==> src/rtl/async_fifo_rd_drain.sv <==
// async_fifo_rd_drain: read-domain FIFO drain into a 2-entry valid/ready output buffer with delivery stats
module async_fifo_rd_drain #(
   parameter int D_SIZE = 8,
   parameter int CNT_W = 16
) (
   input  logic              r_clk,
   input  logic              r_rst,
   input  logic [D_SIZE-1:0] r_data,
   input  logic              r_empty,
   output logic              r_inc,
   input  logic              enable,
   output logic [D_SIZE-1:0] out_data,
   output logic              out_valid,
   input  logic              out_ready,
   input  logic              clr_stats,
   output logic [CNT_W-1:0]  word_count,
   output logic [D_SIZE-1:0] checksum,
   output logic              busy
);
   typedef enum logic [1:0] {IDLE, ACTIVE, STOPPING} state_t;
   state_t state, state_nxt;
   logic [D_SIZE-1:0] ent [2];
   logic [1:0] occ, occ_nxt;
   logic hd, infl, pop;
   assign out_valid = occ != 2'd0;
   assign out_data = ent[hd];
   assign pop = out_valid && out_ready;
   assign occ_nxt = occ + {1'b0, infl} - {1'b0, pop};
   // occ_nxt already counts the in-flight word and this cycle's pop, so a new pop always has a slot
   assign r_inc = enable && !r_empty && state == ACTIVE && occ_nxt < 2'd2;
   assign busy = state != IDLE;
   always_comb begin
      state_nxt = state;
      if (state == IDLE && enable) state_nxt = ACTIVE;
      else if (state == ACTIVE && !enable) state_nxt = STOPPING;
      else if (state == STOPPING) state_nxt = enable ? ACTIVE : (!infl && occ == 2'd0) ? IDLE : STOPPING;
   end
   always_ff @(posedge r_clk) begin
      if (r_rst) begin
         state <= IDLE;
         occ <= 2'd0;
         infl <= 1'b0;
         hd <= 1'b0;
         ent[0] <= '0;
         ent[1] <= '0;
         word_count <= '0;
         checksum <= '0;
      end else begin
         assert (!(infl && occ == 2'd2 && !pop));
         state <= state_nxt;
         occ <= occ_nxt;
         infl <= r_inc;
         hd <= hd ^ pop;
         if (infl) ent[hd ^ occ[0]] <= r_data;
         if (clr_stats) begin
            word_count <= '0;
            checksum <= '0;
         end else if (pop) begin
            word_count <= word_count + CNT_W'(1);
            checksum <= checksum + out_data;
         end
      end
   end
endmodule

==> config.mk <==
export PLATFORM = sky130hd
export DESIGN_NAME = async_fifo_rd_drain
export DESIGN_NICKNAME = d
export VERILOG_FILES = /design/src/rtl/async_fifo_rd_drain.sv
export SDC_FILE = /design/constraint.sdc
export NUM_CORES = 1
export LEC_CHECK = 0
export BUFFER_PORTS_ARGS = -buffer_cell sky130_fd_sc_hd__buf_2
export CELL_PAD_IN_SITES_DETAIL_PLACEMENT = 1
export CELL_PAD_IN_SITES_GLOBAL_PLACEMENT = 2
export CORE_ASPECT_RATIO = 1.4
export CORE_MARGIN = 5
export CORE_UTILIZATION = 33
export CTS_CLUSTER_DIAMETER = 150
export CTS_CLUSTER_SIZE = 12
export DETAILED_ROUTE_END_ITERATION = 8
export PLACE_DENSITY_LB_ADDON = 0.12
export REMOVE_ABC_BUFFERS = 1
export SYNTH_ARGS = -nofsm -noshare
export SYNTH_HDL_FRONTEND = slang
export SYNTH_SLANG_ARGS = --single-unit
==> constraint.sdc <==
create_clock -name r_clk -period 2.7 [get_ports r_clk]
set_input_delay 0 -clock r_clk [delete_from_list [all_inputs] [get_ports r_clk]]
set_output_delay 0 -clock r_clk [all_outputs]
set_load 0.1 [all_outputs]
==> impl_results.md <==
- DP HPWL: a little under 4000 um
- RD Place Congestion: approximately 0.73
- Final WS setup: 0.213 ns
- Initial DRC count: 66
- Clock root cell: clkbuf_8
- Die W: 79.8 um
- Initial antenna violation count: 0
- Critical Path Start Type: register
- Slowest CP cell: fa_1
- Final setup viols: 0
- Synth unique cells: slightly above 40
- WP buf/inv: 0
- Cell taking the most area after synthesis: dfxtp_1
- # DRC: 0
- Num ports: a little under 50
- FP Rows: 35
- Core area: between 6000 and 7000 um^2
- Via Count: 1756
- Sw power: between 0.8 and 0.9 mW
- Max stage delay on crit path: ~0.42 ns
- Die Area: 8590 um^2
- TritonCTS Buffers: 5
- Max_slew headroom: between 60% and 70%
- Nets: 308
- DR WL/cell: between 10 and 15 um
- Starting Density: 34.0%
- Worst skew pair latency: slightly below 0.3 ns
- Fin crit share: 92.1%
- GRT overflow: 0
- Final Hold Viols: 0
- Fmax: approximately 0.40 GHz
- Maximum vdd drop: 0.360 mV
- CP Capture Type: register
- Most instantiated cells after synthesis: dfxtp_1 (30), nor2_1 (25), nand2_1 (20)
- Sw Share: 41.9%
- Global-route wire length before repair: around 8500 um
- Number of max-cap violations: 0
- Total clock sinks: 46
- WL final: 5060 um
- CP max FO: 5
- Worst Hold Margin: 0.0136 ns
- Number of synthesized flops with an enable pin: 16
- # port buffers: 48
- YS warnings: 0
- Syn_area_per_cell: 10.1 um^2
- Overall Global Routing Usage: 12.6%
- Share of layout cells above drive strength 1: between 20 and 30%
- Die Ht: 108 um
- Synth top area share: 26.7%
- Max H-tree Level: 2
- Layout Skew: 0.00593 ns
- Cell Int Power: 1.13 mW
- Clk slew on worst S/H paths: 0.08 ns
- Vias in the first global route: 1833
- Dpl ws: approximately 0.057 ns
- Drt pass-1 iters: 4
- Logic pwr share: 38.3%
- Largest net degree at the start of global routing: 26
- CTS tree: done
- Asr flop ratio synth: 0%
- Synth top area cells: dfxtp_1 (27%), edfxtp_1 (21%), ha_1 (5.6%)
- Top-count cell post-synth: dfxtp_1
- Worst-case clock buffer depth: 2
- Yosys reg bits: 46
- Status: complete, no violations
- Synthesis-to-layout area growth: 24.1%
- Tightest Hold Check Type: input pin to register
- Clock share of power: 20.7%
- CP delay by family, top: compound AO/OA/AOI/OAI gates
- Post-Syn Area: 2250 um^2
- Worst-path cell chain: mux2_2, ha_1, fa_1, a21o_1, a21oi_2, o21ai_0, mux2i_1, a311o_1
- Pwr dens: 697 nW/um^2
- Setup bufs post-CTS: 0
- Part of the power in registers: 41.0%
- RSZ-0062 raised after global routing: false
- Post-Syn Instances: ~220
- Synth Flop Type: dfxtp_1
- Worst-Margin Slew: 0.497 ns
- CP Class: register to register
- Final ANT Viol Nets: 0
- Number of diodes: 0
- Leakage: 1.19 nW
- Via-to-Cell Ratio: roughly 4.7
- Fin crit period: 2.49 ns
- Post-synthesis sequential area ratio: 48.1%
- Worst EP arrival: 2.67 ns
- Slew Viols, Final: 0
- Critical Path RT: 2.88 ns
[final cells by class]
| cell class | instances | area [um^2] |
|---|---|---|
| multi-input cells | 164 | 1120 |
| repair buffers | 61 | 375 |
| fillers | 773 | 3820 |
| flip-flops and latches | 46 | 1080 |
| inverters | 5 | 20.0 |
| well taps | 92 | 115 |
| clock inverters | 2 | 8.76 |
| clock buffers | 6 | 72.6 |
[metal layers]
metal / global-route usage [%] / vias to the layer above / part of all wire, %
li1: - / 882 / -
met1: 14.0 / 835 / 42
met2: 22.8 / 34 / 52
met3: 3.69 / 5 / 5.2
met4: 3.99 / 0 / 1.4
met5: 0 / - / 0
[cells by family (layout without fill, tap and decap cells)]
family	count (synthesis)	count (layout)	share of synthesized area (%)
AOI/OAI and AO/OA	28	28	8.06
DFF	46	46	48.1
muxes	9	9	4.62
xor gates and xnor gates	22	22	8.56
adders and majority gates	11	11	6.45
and+or+nand+nor	94	94	21.8
buffers and inverters	12	74	2.45
[registers in the layout (all words and copies together), names as in the netlist]
name        flops
occ             2
checksum        8
hd              1
word_count     16
ent            16
state           2
infl            1
[worst register-to-register path, stage by stage (launching register included)]
cell and delay [ns]:
dfxtp_2 0.39, mux2_2 0.37, ha_1 0.23, fa_1 0.42
a21o_1 0.21, a21oi_2 0.17, o21ai_0 0.14, mux2i_1 0.14
a311o_1 0.32
[placed cells by master, fill, tap and decap left out, drive strengths merged, types with 3 or more instances in the layout]
master and count:
a21o 3, a21oi 13, and2 17, and3 4
buf 52, clkbuf 6, clkinv 3, dfxtp 30
dlygate4sd3 9, edfxtp 16, ha 10, inv 4
mux2 8, nand2 20, nand3 7, nand4 3
nor2 25, nor2b 3, o21ai 6, or2 5
xnor2 11, xor2 11
[metrics by stage]
stage               util [%]  setup TNS [ns]  cells  power (mW)  area (um^2)
floorplan                  -          -0.277    215        1.40         2210
global placement        39.5               0    359        1.55         2620
detailed placement      39.5               0    359        1.55         2620
CTS                     42.1               0    376        1.98         2790
global route            42.2               0    376        2.05         2790
finish                  42.2               0    376        1.95         2790
[path summary, 6_finish.rpt]
path                               endpoint         from  slack [ns]  cells after the start
worst max register to register  checksum[6]           hd        0.21                      8
worst min register to register  checksum[0]  checksum[0]        0.49                      2
worst max-delay path            checksum[6]           hd        0.21                      8
worst min-delay path                     hd        r_rst        0.01                      2
[timing repair]
action | CTS | global route
setup endpoints to repair | 0 | 1
hold endpoints to repair | 15 | 0
gates resized for setup | 0 | 2
hold buffers | 9 | 0
[power groups by stage]
| stage | combinational, mW | sequential (mW) | clock (mW) |
|---|---|---|---|
| after floorplan | 0.529 | 0.873 | 0 |
| after global placement | 0.739 | 0.812 | 0 |
| after detailed placement | 0.742 | 0.812 | 0 |
| after CTS | 0.756 | 0.797 | 0.426 |
| after global routing | 0.799 | 0.805 | 0.443 |
| final | 0.746 | 0.797 | 0.403 |
No activity file was read; power rests on OpenSTA's default activity.
